==> src/rtl/pipe_hazard_ctrl.sv <==
// Stall/flush controller for the 5-stage pipe: load-use, hi/lo divider
// occupancy, M-stage exception abort, and a saturating stall counter.
module pipe_hazard_ctrl #(
  parameter int DIV_LAT = 32,
  parameter int CNT_W   = 32
) (
  input  logic             clk,
  input  logic             rst,
  input  logic [4:0]       Drs,
  input  logic [4:0]       Drt,
  input  logic             Drs_used,
  input  logic             Drt_used,
  input  logic             Dhilo_use,
  input  logic [4:0]       Ern,
  input  logic             Ew_rf,
  input  logic             Eload,
  input  logic             Ediv_start,
  input  logic             Mexc,
  output logic             Fwena,
  output logic             Dwena,
  output logic             FDflush,
  output logic             DEflush,
  output logic             EMflush,
  output logic             div_busy,
  output logic             div_done,
  output logic [CNT_W-1:0] stall_cycles
);

  localparam logic [5:0]       LAT  = 6'(DIV_LAT);
  localparam logic [CNT_W-1:0] ONE  = {{(CNT_W-1){1'b0}}, 1'b1};
  localparam logic [CNT_W-1:0] SATV = {CNT_W{1'b1}};

  logic [5:0]       cnt_q, cnt_d;
  logic [CNT_W-1:0] stall_q, stall_d;

  logic lu, hilo;
  logic act_exc, act_hilo, act_lu;

  assign div_busy = (cnt_q != 6'd0);
  assign div_done = (cnt_q == 6'd1);

  assign lu = Eload & Ew_rf & (Ern != 5'd0) &
              ((Drs_used & (Drs == Ern)) |
               (Drt_used & (Drt == Ern)));

  // a start in E also blocks D: it would enter E mid-divide
  assign hilo = Dhilo_use & (div_busy | Ediv_start);

  assign act_exc  = Mexc;
  assign act_hilo = ~Mexc & hilo;
  assign act_lu   = ~Mexc & ~hilo & lu;

  always_comb begin
    Fwena   = 1'b1;
    Dwena   = 1'b1;
    FDflush = 1'b0;
    DEflush = 1'b0;
    EMflush = 1'b0;
    unique case (1'b1)
      act_exc: begin
        FDflush = 1'b1;
        DEflush = 1'b1;
        EMflush = 1'b1;
      end
      act_hilo, act_lu: begin
        Fwena   = 1'b0;
        Dwena   = 1'b0;
        DEflush = 1'b1;
      end
      default: ;
    endcase
  end

  always_comb begin
    cnt_d = cnt_q;
    if (Mexc)
      cnt_d = 6'd0;
    else if (Ediv_start)
      cnt_d = LAT;
    else if (cnt_q != 6'd0)
      cnt_d = cnt_q - 6'd1;
  end

  always_comb begin
    stall_d = stall_q;
    if (!Fwena && stall_q != SATV)
      stall_d = stall_q + ONE;
  end

  always_ff @(posedge clk or negedge rst) begin
    if (!rst) begin
      cnt_q   <= 6'd0;
      stall_q <= '0;
    end else begin
      cnt_q   <= cnt_d;
      stall_q <= stall_d;
    end
  end

  assign stall_cycles = stall_q;

endmodule

==> config.mk <==
export PLATFORM = sky130hd
export DESIGN_NAME = pipe_hazard_ctrl
export DESIGN_NICKNAME = d
export VERILOG_FILES = /design/src/rtl/pipe_hazard_ctrl.sv
export SDC_FILE = /design/constraint.sdc
export NUM_CORES = 1
export LEC_CHECK = 0
export CAP_MARGIN = 0
export CORE_UTILIZATION = 35
export CTS_CLUSTER_DIAMETER = 200
export CTS_CLUSTER_SIZE = 28
export DETAILED_ROUTE_END_ITERATION = 10
export PLACE_DENSITY = 0.64
export SLEW_MARGIN = 10
export SYNTH_ARGS = -nofsm -noshare
export SYNTH_HDL_FRONTEND = slang
export SYNTH_SLANG_ARGS = --single-unit
==> constraint.sdc <==
create_clock -name clk -period 5.1 [get_ports clk]
set_input_delay 1.02 -clock clk [delete_from_list [all_inputs] [get_ports clk]]
set_output_delay 1.02 -clock clk [all_outputs]
set_load 0.02 [all_outputs]
==> results.yml <==
critical_path:
  worstPathArrival_ns: 3.38
  critPathLaunch: "Ern[0]"
  end_kind: "primary output"
  crit_fanout: 15
  start_kind: "input pin"
  rr_startpoint: "cnt_q[0]"
  cp.required_ns: 4.08
  critPathKind: "input pin to primary output"
place:
  io_buffers: 62
  place.gp.congestion: 0.8471
  place_area_um2: 2801
  placedCellCount: 345
  dpl.hpwl_um: 3297
floorplanning:
  pin_count: 63
  placementRows: 28
  dieHeight_um: 80.16
  core_area_um2: 5921
  die_x_um: 80.16
  initial_utilization_pct: 36.12
  dieArea_um2: 6426
sta:
  final_hold_viol_count: 0
  finalClockSkew_ns: 0.003292
  grt_setup_unrepaired: "false"
  fin_crit_sh_pct: 86.36
  period_needed_ns: 4.404
  maxSlewHeadroom_pct: 44.24
  drv_slew: 0
  tightest_slew_ns: 0.8364
  setup_viol: 0
  timing.setup.tns_ns: 0
  fmax_ghz: 0.2270
logic_synthesis:
  netlist.area_leader.share_pct: 44.47
  synthAdderAreaFrac_pct: 2.341
  yosysTopAreaCell: "dfrtp_1"
  synth_warnings: 0
  netlist_area_um2: 2138
  synth-simple-area-share_pct: 26.27
  synth_top_family_by_area: "simple AND/OR/NAND/NOR gates"
  synth_nets: 244
  synthMuxAreaShare_pct: 1.931
  synth_compound_area_share_pct: 3.862
  yosysUniqueCellTypes: 37
  syn-instance-count: 216
  ys_ff_latch: 38
  syn_avg_cell_area_um2: 9.900
  yosysSeqAreaShare_pct: 44.47
  synthXorXnorAreaFrac_pct: 17.20
  synth_area_leaders: "dfrtp_1 44%, xor2_1 11%, xnor2_1 6.1%"
routing:
  via_count: 1800
  drt_wl_total_um: 4663
  drc: 0
  drtIter0Drc: 83
  detail-route-antenna-nets: 0
  routed_via_density: 5.099
  routedWlPerCell_um: 13.21
  dr.pass1.iters: 4
outcome:
  status: "finished, final reports clean"
hold_path:
  min_path_type: "register to register"
  hold_start: "stall_cycles[15]"
power_and_ir_drop:
  p_per_area_nw_per_um2: 316.4
  p_total_uw: 915.2
  ir_worst_vdd_mv: 0.1292
  cellLeakagePower_nw: 1.217
clock_network:
  htreeDepth: 2
  cts_setup_buffers: 0
  cts_tree: "yes"
  cts_buffers: 5
  clock_path_buffers: 2
  cts_hold_buf: 0
  insertion_delay_ns: 0.29
  cts_root_buffer: "clkbuf_8"
  clock_sinks: 38
  post_cts_resized: 0
  cts.reportedPaths.clkPinSlew_ns: 0.07
finish:
  num_antenna_cells: 0
  multi_input_area_um2: 1104
  drive_above_1_share_pct: 6.835
  layout_commonest_cell: "clkdlybuf4s50_1"
  finalInstanceArea_um2: 2893
  fillers: 568
  final_cells: 353
  most-common-layout-cells: "61 x clkdlybuf4s50_1, 38 x dfrtp_1, 27 x xor2_1"
  utilization_pct: 48.86
  syn_to_final_growth_pct: 35.28
  fin_nets: 305
  final-seq-area_um2: 950.9
global_route:
  grt-ovfl-total: 0
  antenna_found_initial: 0
  grt_usage_pct: 15.62
  grt_pass1_vias: 1739
  grt_max_degree: 39
  grt_pass1_wl_um: 7810
run:
  max_cap_violations: 0
==> worst max-delay path, cell delays in order <==
cell and delay (ns):
clkdlybuf4s50_1 0.46, or3_1 0.39, o311a_1 0.34, a31oi_4 0.46, clkdlybuf4s50_1 0.70
==> layout make-up <==
cell class | count | share of cell area, %
multi-input cells | 162 | 38.15
flip-flops and latches | 38 | 32.87
repair buffers | 64 | 21.80
well taps | 75 | 3.244
clock buffers | 7 | 2.984
inverters | 6 | 0.7785
clock inverters | 1 | 0.1730
==> metrics by stage <==
step | hold slack, ns | worst slack [ns]
2_1_floorplan | 0.5478 | 1.692
3_3_place_gp | 0.4840 | 0.6890
3_5_place_dp | 0.4868 | 0.6804
4_1_cts | 0.5047 | 0.6760
5_1_grt | 0.5189 | 0.5838
6_report | 0.4937 | 0.6956
==> report_power, final <==
group / leakage (nW) / total (mW) / switching [mW] / internal (mW)
sequential: 0.494 / 0.388 / 0.0477 / 0.341
clock: 0.0482 / 0.212 / 0.103 / 0.109
combinational: 0.675 / 0.314 / 0.159 / 0.156
total: 1.22 / 0.915 / 0.310 / 0.605
==> path summary, 6_finish.rpt <==
path / slack, ns / end / depth (start not counted)
worst min register to register: 0.49 / stall_cycles[15] / 1
max in group asynchronous: 3.74 / stall_cycles[24] / 1
worst min-delay path: 0.49 / stall_cycles[15] / 1
worst max register to register: 2.39 / stall_cycles[1] / 9
worst max-delay path: 0.70 / Fwena / 5
min in group asynchronous: 0.83 / cnt_q[1] / 1
==> synthesized netlist by cell type (all sizes together) <==
| master | instances |
|---|---|
| dfrtp | 38 |
| xor2 | 27 |
| nor3 | 20 |
| nand2 | 19 |
| nand3 | 16 |
| nor2 | 15 |
| xnor2 | 15 |
| nand4 | 10 |
| buf | 9 |
| nor4 | 9 |
| inv | 6 |
| ha | 4 |
| nor4b | 4 |
| mux2 | 3 |
| or3 | 3 |
| a211oi | 2 |
| and2 | 2 |
| nor3b | 2 |
| a2111oi | 1 |
| a21oi | 1 |
| a31oi | 1 |
| and3 | 1 |
| and4 | 1 |
| clkbuf | 1 |
| nand2b | 1 |
| nand3b | 1 |
| o22ai | 1 |
| o311a | 1 |
| o41ai | 1 |
| or3b | 1 |
==> state kept, by name, indices dropped and copies added (netlist names) <==
signal        count
cnt_q             6
stall_cycles     32
==> per-layer routing <==
metal / vias up / routed length, um / track usage (%)
met1: 864 / 2166 / 19.93
met5: - / 0 / 0
met4: 0 / 74 / 5.893
met3: 6 / 197 / 3.182
li1: 879 / - / -
met2: 51 / 2224 / 25.90
==> cell families (layout without fill, tap and decap cells) <==
group,Yosys count,count (layout)
adder cells (fa/ha/maj),4,4
multiplexers,3,3
buffers and inverters,16,78
AO/OA/AOI/OAI,8,8
AND/OR/NAND/NOR,105,105
XOR/XNOR,42,42
flip-flops,38,38
(Power assumes the default switching activity.)
